## src/rtl/io_bitbang_pkg.sv

```systemverilog
// Shared constants, FSM state encoding and byte-count helper for the io_bitbang
// command controller.
package io_bitbang_pkg;

  localparam logic [2:0] OP_NOP       = 3'd0;
  localparam logic [2:0] OP_DIR_OUT   = 3'd1;
  localparam logic [2:0] OP_DIR_IN    = 3'd2;
  localparam logic [2:0] OP_DRIVE_HI  = 3'd3;
  localparam logic [2:0] OP_DRIVE_LO  = 3'd4;
  localparam logic [2:0] OP_READ      = 3'd5;
  localparam logic [2:0] OP_READ_ALL  = 3'd6;
  localparam logic [2:0] OP_RESET_ALL = 3'd7;

  localparam logic [7:0] ERR_BYTE = 8'hEE;
  localparam logic [7:0] ACK_BYTE = 8'hA5;

  typedef logic [1:0] state_t;
  localparam state_t ST_IDLE    = 2'd0;
  localparam state_t ST_RSP     = 2'd1;
  localparam state_t ST_RSP_ALL = 2'd2;

  // Number of response bytes needed to carry n pin bits.
  function automatic int nb_bytes(input int n);
    return (n + 32'sd7) / 32'sd8;
  endfunction

endpackage

```

## src/rtl/io_sync2.sv

```systemverilog
// Two-flop synchroniser for asynchronous pad inputs; both stages reset to 0.
module io_sync2 #(
  parameter int W = 1
) (
  input  logic         clk,
  input  logic         rst_n,
  input  logic [W-1:0] d,
  output logic [W-1:0] q
);

  logic [W-1:0] meta_r;
  logic [W-1:0] q_r;

  // Metastability filter: two back-to-back capture stages.
  always_ff @(posedge clk or negedge rst_n) begin
    if (!rst_n) begin
      meta_r <= '0;
      q_r    <= '0;
    end else begin
      meta_r <= d;
      q_r    <= meta_r;
    end
  end

  assign q = q_r;

endmodule

```

## src/rtl/io_bitbang_ctrl.sv

```systemverilog
// Byte-command controller for io_bitbang: pin direction/drive registers plus
// synchronised pad readback. Define IO_BITBANG_CTRL_ACK_EN to acknowledge writes with 0xA5.
module io_bitbang_ctrl
  import io_bitbang_pkg::*;
#(
  parameter int IO_NUM_OF = 10
) (
  input  logic                 in_clk,
  input  logic                 in_rst_n,
  input  logic                 in_cmd_valid,
  input  logic [7:0]           in_cmd_data,
  output logic                 out_cmd_ready,
  output logic                 out_rsp_valid,
  output logic [7:0]           out_rsp_data,
  input  logic                 in_rsp_ready,
  input  logic [IO_NUM_OF-1:0] in_io_pins,
  output logic [IO_NUM_OF-1:0] out_io_direction,
  output logic [IO_NUM_OF-1:0] out_io_outval
);

  if (IO_NUM_OF < 1 || IO_NUM_OF > 32) begin : g_bad_io_num
    $error("io_bitbang_ctrl: IO_NUM_OF must be within 1..32");
  end

  localparam logic [5:0] NUM_L  = 6'(IO_NUM_OF);
  localparam logic [1:0] LAST_L = 2'(nb_bytes(IO_NUM_OF) - 1);
`ifdef IO_BITBANG_CTRL_ACK_EN
  localparam logic ACK_EN_L = 1'b1;
`else
  localparam logic ACK_EN_L = 1'b0;
`endif

  logic [IO_NUM_OF-1:0] sync_s;
  logic [31:0]          sync_pad_s;
  logic [IO_NUM_OF-1:0] mask_s;
  logic [2:0]           op_s;
  logic [4:0]           pin_s;
  logic                 needs_idx_s;
  logic                 idx_ok_s;

  state_t               state_r, state_n_s;
  logic [IO_NUM_OF-1:0] dir_r, dir_n_s;
  logic [IO_NUM_OF-1:0] outval_r, outval_n_s;
  logic [7:0]           rsp_data_r, rsp_data_n_s;
  logic [1:0]           cnt_r, cnt_n_s;
  logic [31:0]          snap_r, snap_n_s;
  logic                 cmd_ready_r;
  logic                 rsp_valid_r;

  io_sync2 #(.W(IO_NUM_OF)) u_sync (
    .clk   (in_clk),
    .rst_n (in_rst_n),
    .d     (in_io_pins),
    .q     (sync_s)
  );

  assign sync_pad_s  = 32'(sync_s);
  assign op_s        = in_cmd_data[7:5];
  assign pin_s       = in_cmd_data[4:0];
  assign needs_idx_s = (op_s >= OP_DIR_OUT) && (op_s <= OP_READ);
  assign idx_ok_s    = ({1'b0, pin_s} < NUM_L);

  // One-hot select of the addressed pin.
  always_comb begin
    mask_s = '0;
    for (int i = 0; i < IO_NUM_OF; i++) begin
      mask_s[i] = (pin_s == 5'(i));
    end
  end

  // Command decode and response sequencing.
  always_comb begin
    state_n_s    = state_r;
    dir_n_s      = dir_r;
    outval_n_s   = outval_r;
    rsp_data_n_s = rsp_data_r;
    cnt_n_s      = cnt_r;
    snap_n_s     = snap_r;
    case (state_r)
      ST_IDLE: begin
        if (in_cmd_valid) begin
          if (needs_idx_s && !idx_ok_s) begin
            state_n_s    = ST_RSP;
            rsp_data_n_s = ERR_BYTE;
          end else begin
            case (op_s)
              OP_DIR_OUT:   dir_n_s    = dir_r | mask_s;
              OP_DIR_IN:    dir_n_s    = dir_r & ~mask_s;
              OP_DRIVE_HI:  outval_n_s = outval_r | mask_s;
              OP_DRIVE_LO:  outval_n_s = outval_r & ~mask_s;
              OP_RESET_ALL: begin
                dir_n_s    = '0;
                outval_n_s = '0;
              end
              default: begin
              end
            endcase
            case (op_s)
              OP_READ: begin
                snap_n_s     = sync_pad_s;
                rsp_data_n_s = {7'd0, sync_pad_s[pin_s]};
                state_n_s    = ST_RSP;
              end
              OP_READ_ALL: begin
                snap_n_s     = sync_pad_s;
                rsp_data_n_s = sync_pad_s[7:0];
                cnt_n_s      = 2'd0;
                state_n_s    = ST_RSP_ALL;
              end
              default: begin
                if (ACK_EN_L) begin
                  rsp_data_n_s = ACK_BYTE;
                  state_n_s    = ST_RSP;
                end else begin
                end
              end
            endcase
          end
        end else begin
        end
      end
      ST_RSP: begin
        if (in_rsp_ready) begin
          state_n_s = ST_IDLE;
        end else begin
        end
      end
      ST_RSP_ALL: begin
        if (in_rsp_ready) begin
          if (cnt_r == LAST_L) begin
            state_n_s = ST_IDLE;
          end else begin
            cnt_n_s      = cnt_r + 2'd1;
            rsp_data_n_s = snap_r[{cnt_r + 2'd1, 3'b000} +: 8];
          end
        end else begin
        end
      end
      default: state_n_s = ST_IDLE;
    endcase
  end

  // State and output registers; ready/valid are registered decodes of the next state.
  always_ff @(posedge in_clk or negedge in_rst_n) begin
    if (!in_rst_n) begin
      state_r     <= ST_IDLE;
      dir_r       <= '0;
      outval_r    <= '0;
      rsp_data_r  <= 8'd0;
      cnt_r       <= 2'd0;
      snap_r      <= 32'd0;
      cmd_ready_r <= 1'b1;
      rsp_valid_r <= 1'b0;
    end else begin
      state_r     <= state_n_s;
      dir_r       <= dir_n_s;
      outval_r    <= outval_n_s;
      rsp_data_r  <= rsp_data_n_s;
      cnt_r       <= cnt_n_s;
      snap_r      <= snap_n_s;
      cmd_ready_r <= (state_n_s == ST_IDLE);
      rsp_valid_r <= (state_n_s != ST_IDLE);
    end
  end

  assign out_cmd_ready    = cmd_ready_r;
  assign out_rsp_valid    = rsp_valid_r;
  assign out_rsp_data     = rsp_data_r;
  assign out_io_direction = dir_r;
  assign out_io_outval    = outval_r;

endmodule

```

## config.mk

```make
export PLATFORM = sky130hd
export DESIGN_NAME = io_bitbang_ctrl
export DESIGN_NICKNAME = d
export VERILOG_FILES = /design/src/rtl/io_bitbang_pkg.sv /design/src/rtl/io_sync2.sv /design/src/rtl/io_bitbang_ctrl.sv
export SDC_FILE = /design/constraint.sdc
export NUM_CORES = 1
export LEC_CHECK = 0
export ABC_AREA = 1
export ABC_CLOCK_PERIOD_IN_PS = 3700
export BUFFER_PORTS_ARGS = -buffer_cell sky130_fd_sc_hd__buf_2
export CORE_MARGIN = 10
export CORE_UTILIZATION = 42
export DETAILED_ROUTE_END_ITERATION = 16
export PLACE_DENSITY = 0.6
export SLEW_MARGIN = 40
export SYNTH_ARGS = -nofsm -noshare
export SYNTH_HDL_FRONTEND = slang
export SYNTH_SLANG_ARGS = --single-unit
```

## constraint.sdc

```tcl
create_clock -name in_clk -period 3.7 [get_ports in_clk]
set_clock_uncertainty 0.2 [all_clocks]
set_input_delay 0.185 -clock in_clk [delete_from_list [all_inputs] [get_ports in_clk]]
set_output_delay 0.185 -clock in_clk [all_outputs]
set_load 0.01 [all_outputs]
```

==> impl_metrics.yaml, run 1 <==
global_route:
  grt.total_usage_pct: 13.5
  grt_pass1_vias: 2441
  grt_overflow: 0
  grt_max_degree: 36
  antenna_found_initial: 0
  grt_pass1_wl_um: 11300
yosys:
  synth_xor_area_share_pct: 0
  ys_seq_area_share_pct: 54.9
  synth_top_family_by_area: "simple AND/OR/NAND/NOR gates"
  yosys.area_share.adder_pct: 0.428
  syn_inst: 339
  ys_ff_latch: 64
  synth-compound-area-share_pct: 13.8
  syn_area_mm2: 0.00292
  syn_nets: 362
  synth-simple-area-share_pct: 21.9
  synth_mux_area_share_pct: 0
  yosys_warnings: 0
  synth.distinct_cells: 28
  synth.avg_cell_area_um2: 8.61
setup_path:
  critPathRequiredTime_ns: 3.77
  slowest_stage: "nor3_1"
  cp-end-kind: "flip-flop"
  path_buf_inv: 1
  crit_type: "reg2reg"
  crit_path_start_kind: "flip-flop"
  path_cells: "ha_1, inv_1, nor3_1, a22oi_1, a31oi_1"
  critPathMaxStageDelay_ns: 0.53
  arrival_ns: 2.04
  crit_fanout: 6
  crit_family: "simple AND/OR/NAND/NOR gates"
detailed_routing:
  drc_errors: 0
  met3_length_um: 318
  finalWirelength_um: 6650
  antenna_left: 0
  wl_met1_um: 3070
  drt_iter0_drc: 93
  avgViaCountPerCell: 4.74
  dr_wl_met2_um: 3140
  dr.pass1.iters: 4
  wl_per_cell_um: 13.1
  top_layer: "met4"
  num_vias: 2412
timing:
  max-slew-margin-rel_pct: 57.7
  period_share_pct: 53.1
  max_clock_freq_ghz: 0.509
  fin_crit_ns: 1.97
  slew_viol_final: 0
  finalSetupTns_ns: 0
  setup_viol: 0
  hold_viol: 0
  worst_pin_slew_ns: 0.629
  rsz0062_at_grt: "no"
layout:
  n_antenna_cell: 0
  fin_cells: 509
  fin_nets: 431
  drive_gt1_share_pct: 21.8
  syn_to_final_growth_pct: 23.7
place:
  dpl.hpwl_um: 4990
  place.gp.congestion: 0.821
  port_buffers: 51
  place_inst: 481
die:
  num_rows: 30
  ios: 52
  initial_core_util_pct: 43.0
  core_area_mm2: 0.00679
  fp.dieH_um: 103
  dieArea_mm2: 0.0107
  die_w_um: 103
cts:
  cts_root_buffer: "clkbuf_8"
  clk_latency_ns: 0.34
  h-tree-depth: 3
  clockBufferDepth: 2
  clock_sinks: 64
  cts_buffers: 9
  tritoncts: "done"
  path_clk_slew_ns: 0.08
outcome:
  run_status: "finished clean"
power_and_ir_drop:
  irDropWorstVdd_mv: 0.262
  p_total_uw: 2570
  p_leak_uw: 0.00185
  p_per_area_mw_per_mm2: 712
flow_run:
  maxCapViolCount: 0
worst_hold_path:
  hold_path_class: "in2reg"
## cells in the mapped netlist
cell / n / area, um2
nand2_1: 70 / 263
dfrtp_1: 63 / 1580
inv_1: 51 / 191
nor2_1: 29 / 109
nor3_1: 17 / 85.1
a21oi_1: 16 / 80.1
a22oi_1: 16 / 120
nand3_1: 15 / 75.1
o21ai_0: 14 / 70.1
o21ai_1: 9 / 45.0
a31oi_1: 6 / 37.5
or2_2: 5 / 31.3
inv_2: 4 / 15.0
buf_6: 3 / 33.8
nand2_2: 3 / 18.8
nor2_2: 3 / 18.8
a21oi_4: 2 / 32.5
clkbuf_1: 2 / 7.51
nand2_4: 2 / 22.5
buf_2: 1 / 5.00
clkbuf_2: 1 / 5.00
clkinv_1: 1 / 3.75
dfstp_2: 1 / 26.3
ha_1: 1 / 12.5
nand4_1: 1 / 6.26
nor2_4: 1 / 11.3
o211a_1: 1 / 10.0
o211ai_1: 1 / 7.51
## sequential cells by signal, summed over array words and instances (netlist names), 2 cells and up
name / cells
u_sync.q: 10
state_r: 2
snap_r: 10
out_io_outval: 10
out_io_direction: 10
cnt_r: 2
u_sync.meta_r: 10
out_rsp_data: 8
## tightest hold or removal path, delay by kind of cell
family / cells / cell delay [ns]
buffers and inverters: 2 / 0.16
and+or+nand+nor: 3 / 0.18
## path summary, 6_finish.rpt
kind,from,endpoint,slack [ns],depth (start not counted)
hold reg to reg,u_sync.meta_r[2]$_DFF_PN0_,u_sync.q[2]$_DFF_PN0_,0.15,0
hold / removal,in_cmd_valid,state_r[0]$_DFF_PN0_,0.03,5
max in group asynchronous,in_rst_n,out_cmd_ready$_DFF_PN1_,2.54,3
min in group asynchronous,in_rst_n,u_sync.meta_r[4]$_DFF_PN0_,0.12,2
setup / recovery,cnt_r[0]$_DFFE_PN0P_,out_rsp_data[7]$_DFFE_PN0P_,1.73,5
setup reg to reg,cnt_r[0]$_DFFE_PN0P_,out_rsp_data[7]$_DFFE_PN0P_,1.73,5
## placed cells by master, fill, tap and decap left out, types with 2 or more instances in the layout
cell type      count
a21oi_1           16
a21oi_4            2
a22oi_1           16
a31oi_1            6
buf_2             50
buf_4              3
bufinv_16          2
clkbuf_8          10
clkinv_4           2
dfrtp_1           63
dlygate4sd3_1     12
inv_1             51
inv_2              4
nand2_1           70
nand2_2            3
nand2_4            2
nand3_1           15
nor2_1            29
nor2_2             3
nor3_1            17
o21ai_0           14
o21ai_1            9
or2_2              5
## per-stage QoR
step | area [um2] | utilization, % | setup WS (ns) | hold slack [ns]
floorplan | 2920 | - | 2.00 | -0.311
global placement | 3260 | 48.0 | 1.75 | 0.0932
detailed placement | 3260 | 48.0 | 1.75 | 0.0944
CTS | 3610 | 53.1 | 1.73 | 0.0137
global route | 3610 | 53.1 | 1.47 | 0.0536
finish | 3610 | 53.1 | 1.73 | 0.0281
## cell type report
type	count	area, um2
clock inverters	6	91.3
inverters	56	210
multi-input cells	212	1060
repair buffers	65	393
clock buffers	10	138
flip-flops and latches	64	1600
fillers	665	3180
well taps	96	120
## metal layers
metal	vias up	track usage (%)
met3	8	3.59
met4	0	6.95
li1	1234	-
met5	-	0
met1	1123	17.1
met2	47	20.8
## logic make-up (layout without fill, tap and decap cells)
logic type | Yosys count | in the layout
adder cells (fa/ha/maj) | 1 | 1
buffers and inverters | 63 | 137
flip-flops | 64 | 64
AND/OR/NAND/NOR | 146 | 146
AO/OA/AOI/OAI | 65 | 65
## where the power goes
group,leakage (uW),internal [uW],switching [uW],total (uW)
clock network,0.000117,401,280,681
logic,0.000959,324,496,820
registers,0.000777,947,122,1070
total,0.00185,1670,897,2570
## timing repair
item,4_1_cts,5_1_grt
buffers inserted,0,0
endpoints found under the hold margin,44,0
gates resized for setup,0,0
hold buffers,12,0
No activity file was read; power rests on OpenSTA's default activity.
==> run 2: changes to the inputs <==
Settings changed: ABC_CLOCK_PERIOD_IN_PS 3700 to 1900.
Clock period 3.7 ns to 1.9 ns, I/O delays scaled along.
==> impl_metrics.yaml, run 2 (synthesis results as in run 1) <==
setup_path:
  crit_path_start_kind: "input pin"
  critPathMaxStageDelay_ns: 0.56
  crit_family: "buffers and inverters"
  cp-end-kind: "flip-flop"
  cpMostUsedCell: "nand2_1"
  crit_type: "in2reg"
  startpoint: "in_cmd_data[7]"
  slowest_stage: "dlygate4sd3_1"
  arrival_ns: 1.88
  crit_fanout: 5
  path_buf_inv: 4
  rr_startpoint: "state_r[1]$_DFF_PN0_"
  path_cells: "dlygate4sd3_1, buf_6, inv_2, o21ai_0, o21ai_2, nand2_2, nand2_1, nand2_1, nand2_1, dlygate4sd3_1"
  critPathRequiredTime_ns: 1.93
power_and_ir_drop:
  p_leak_uw: 0.00192
  p_int_uw: 3500
  clkPwrFrac_pct: 28.7
  p_total_uw: 5250
  pwr-share-seq_pct: 39.6
  p_per_area_mw_per_mm2: 1400
  power_frac_comb_pct: 31.8
  irDropWorstVdd_mv: 0.616
  switchingPower_uw: 1750
  switching_share_pct: 33.3
timing:
  max-slew-margin-rel_pct: 66.0
  fin_crit_ns: 1.85
  setup_viol: 0
  finalSetupTns_ns: 0
  holdWs_ns: 0.0315
  slew_viol_final: 0
  max_clock_freq_ghz: 0.540
  period_share_pct: 97.5
  hold_viol: 0
  worst_pin_slew_ns: 0.505
cts:
  h-tree-depth: 3
  clockBufferDepth: 2
  clock_sinks: 64
  clk_latency_ns: 0.35
  tritoncts: "done"
  path_clk_slew_ns: 0.08
  cts_root_buffer: "clkbuf_8"
  cts_buffers: 9
global_route:
  antenna_found_initial: 0
  grt_pass1_vias: 2321
  grt.total_usage_pct: 13.3
  grt_max_degree: 65
  grt_overflow: 0
  grt_pass1_wl_um: 11100
place:
  place.gp.congestion: 0.811
  port_buffers: 51
  dpl.hpwl_um: 4840
layout:
  multiInputGateArea_mm2: 0.00108
  n_fill_cell: 642
  n_antenna_cell: 0
  syn_to_final_growth_pct: 28.7
  final_cell_mix: "nand2_1 (69), dfrtp_1 (63), inv_1 (51)"
  seq_area_mm2: 0.00160
  fin_nets: 440
  finish.utilization_pct: 55.3
  drive_gt1_share_pct: 23.2
  layout_commonest_cell: "nand2_1"
die:
  initial_core_util_pct: 43.0
  die_w_um: 103
  fp.dieH_um: 103
  num_rows: 30
  ios: 52
  dieArea_mm2: 0.0107
  core_area_mm2: 0.00679
detailed_routing:
  num_vias: 2427
  avgViaCountPerCell: 4.69
  antenna_left: 0
  dr.pass1.iters: 4
  drt_iter0_drc: 91
  wl_per_cell_um: 12.6
  drc_errors: 0
  finalWirelength_um: 6550
outcome:
  run_status: "finished clean"
flow_run:
  maxCapViolCount: 0
worst_hold_path:
  hold_path_class: "in2reg"
  hp-start: "in_cmd_data[6]"
run 2: changes by cell type in the layout (fill, tap and decap cells not counted), sizes merged:
cell         previous run  this run
clkbuf                 10        12
buf                    53        59
dlygate4sd3            12        15
clkinv                  4         2
bufinv                  2         3
inv                    56        55
run 2: layer usage:
layer  share of wire (%)  vias to the layer above  wire length (um)  track usage (%)
li1                    -                     1247                 -                -
met4                 1.5                        0               101             6.84
met2                  45                       68              2980             20.3
met5                   0                        -                 0                0
met1                  46                     1103              3000             16.5
met3                 7.1                        9               466             4.45
run 2: layout make-up:
| class | count | area share (%) |
|---|---|---|
| Clock buffer | 12 | 4.39 |
| Clock inverter | 4 | 2.63 |
| Inverter | 56 | 5.66 |
| Multi-Input combinational cell | 212 | 28.6 |
| Sequential cell | 64 | 42.6 |
| Tap cell | 96 | 3.19 |
| Timing Repair Buffer | 74 | 12.9 |
run 2: power groups by stage:
stage | Clock (uW) | Sequential (uW) | Combinational, uW
6_report | 1510 | 2080 | 1670
4_1_cts | 1540 | 2080 | 1670
3_3_place_gp | 0 | 2090 | 1600
3_5_place_dp | 0 | 2110 | 1630
2_1_floorplan | 0 | 2240 | 911
5_1_grt | 1620 | 2140 | 1910
run 2: tightest hold or removal path, delay by kind of cell:
| kind | cells | cell delay, ns |
|---|---|---|
| buffers and inverters | 1 | 0.15 |
| and+or+nand+nor | 3 | 0.24 |
| AOI/OAI and AO/OA | 1 | 0.06 |
run 2: timing repair:
action / in CTS / in global routing
hold buffers: 15 / 0
gates resized for setup: 0 / 8
hold endpoints to repair: 86 / 0
setup endpoints to repair: 0 / 15
setup buffers: 0 / 3
run 2: final timing paths:
| check | endpoint | slack [ns] | cells after the start |
|---|---|---|---|
| setup / recovery | state_r[0]$_DFF_PN0_ | 0.05 | 10 |
| setup reg to reg | state_r[0]$_DFF_PN0_ | 0.15 | 6 |
| min in group asynchronous | u_sync.meta_r[6]$_DFF_PN0_ | 0.09 | 3 |
| hold reg to reg | u_sync.q[3]$_DFF_PN0_ | 0.15 | 0 |
| max in group asynchronous | out_cmd_ready$_DFF_PN1_ | 1.10 | 3 |
| hold / removal | out_rsp_data[0]$_DFFE_PN0P_ | 0.03 | 5 |
run 2: stage by stage:
step | std cells | worst slack (ns) | instance area (um2)
6_report | 518 | 0.0479 | 3760
5_1_grt | 518 | -0.00305 | 3760
4_1_cts | 515 | 0.0510 | 3710
3_5_place_dp | 484 | 0.161 | 3290
3_3_place_gp | 484 | 0.188 | 3290
2_1_floorplan | 339 | 0.201 | 2920
==> run 3: changes to the inputs <==
Settings changed: RECOVER_POWER from default to 100.
==> impl_metrics.yaml, run 3 (synthesis results as in run 1) <==
global_route:
  grt_pass1_wl_um: 11100
  grt_pass1_vias: 2321
  grt_overflow: 0
  grt.total_usage_pct: 13.3
  grt_max_degree: 65
  antenna_found_initial: 0
detailed_routing:
  dr.pass1.iters: 4
  avgViaCountPerCell: 4.70
  antenna_left: 0
  finalWirelength_um: 6590
  drt_iter0_drc: 99
  wl_per_cell_um: 12.7
  num_vias: 2433
  drc_errors: 0
flow_run:
  maxCapViolCount: 0
power_and_ir_drop:
  p_total_uw: 5170
  p_per_area_mw_per_mm2: 1390
  irDropWorstVdd_mv: 0.611
  p_leak_uw: 0.00182
layout:
  layout_commonest_cell: "nand2_1"
  drive_gt1_share_pct: 16.1
  n_antenna_cell: 0
  syn_to_final_growth_pct: 27.0
  n_fill_cell: 659
  final_cell_mix: "nand2_1 (69), dfrtp_1 (63), inv_1 (51)"
  fin_cells: 518
  fin_nets: 440
setup_path:
  crit_type: "in2reg"
  crit_fanout: 5
  critPathRequiredTime_ns: 1.92
  cp-end-kind: "flip-flop"
  crit_path_start_kind: "input pin"
  arrival_ns: 1.90
die:
  fp.dieH_um: 103
  initial_core_util_pct: 43.0
  core_area_mm2: 0.00679
  num_rows: 30
  ios: 52
  die_w_um: 103
  dieArea_mm2: 0.0107
worst_hold_path:
  hold_path_class: "in2reg"
cts:
  path_clk_slew_ns: 0.08
  cts_buffers: 9
  clockBufferDepth: 2
  clock_sinks: 64
  cts_root_buffer: "clkbuf_8"
  tritoncts: "done"
  clk_latency_ns: 0.35
  h-tree-depth: 3
timing:
  max-slew-margin-rel_pct: 44.1
  period_share_pct: 98.7
  finalSetupTns_ns: 0
  worst_slack_ns: 0.0255
  worst_pin_slew_ns: 0.839
  fin_crit_ns: 1.87
  hold_viol: 0
  slew_viol_final: 0
  setup_viol: 0
  max_clock_freq_ghz: 0.533
place:
  post-place-ws_ns: 0.161
  dpl.hpwl_um: 4840
  place.gp.congestion: 0.811
  place_inst: 484
  port_buffers: 51
outcome:
  run_status: "finished clean"
-- run 3: where the power goes --
| part | internal (uW) | leakage [uW] | switching [uW] | total, uW |
|---|---|---|---|---|
| logic | 584 | 0.000905 | 995 | 1580 |
| clock network | 982 | 0.000133 | 524 | 1510 |
| registers | 1850 | 0.000777 | 243 | 2090 |
-- run 3: critical path: stages --
cell	delay [ns]
dlygate4sd3_1	0.57
buf_6	0.13
inv_2	0.04
o21ai_0	0.08
o21ai_2	0.10
nand2_2	0.15
nand2_1	0.07
nand2_1	0.06
nand2_1	0.06
dlygate4sd3_1	0.55
-- run 3: layout make-up --
type                    count  area, um2  area share (%)
flip-flops and latches     64       1600            43.2
multi-input cells         212       1080            29.0
repair buffers             74        434            11.7
inverters                  56        213            5.73
clock buffers              12        165            4.45
well taps                  96        120            3.24
clock inverters             4       98.8            2.66
-- run 3: metrics by stage --
stage / utilization (%) / hold slack (ns) / area [um2]
floorplan: - / -0.401 / 2920
global placement: 48.5 / -0.0669 / 3290
detailed placement: 48.5 / -0.0657 / 3290
CTS: 54.6 / 0.00786 / 3710
global route: 54.6 / 0.0594 / 3710
finish: 54.6 / 0.0340 / 3710
-- run 3: path summary, 6_finish.rpt --
check,start,end,slack (ns),depth (start not counted)
max,in_cmd_data[7],state_r[0]$_DFF_PN0_,0.03,10
min,in_cmd_data[6],out_rsp_data[0]$_DFFE_PN0P_,0.03,5
max reg2reg,state_r[1]$_DFF_PN0_,state_r[0]$_DFF_PN0_,0.14,6
min reg2reg,u_sync.meta_r[3]$_DFF_PN0_,u_sync.q[3]$_DFF_PN0_,0.15,0
max in group asynchronous,in_rst_n,out_io_direction[0]$_DFFE_PN0P_,0.65,3
min in group asynchronous,in_rst_n,snap_r[4]$_DFFE_PN0P_,0.30,3
-- run 3: metal layers --
| metal | share of wire (%) | GRT usage [%] | vias up |
|---|---|---|---|
| li1 | - | - | 1244 |
| met1 | 46 | 16.5 | 1120 |
| met2 | 46 | 20.3 | 62 |
| met3 | 6.5 | 4.45 | 7 |
| met4 | 1.3 | 6.84 | 0 |
| met5 | 0 | 0 | - |
-- run 3: what timing repair did --
action	in CTS	in global routing
setup buffers	0	3
resized for setup	0	8
hold buffers	15	0
hold endpoints to repair	86	0
endpoints found under the setup margin	0	15
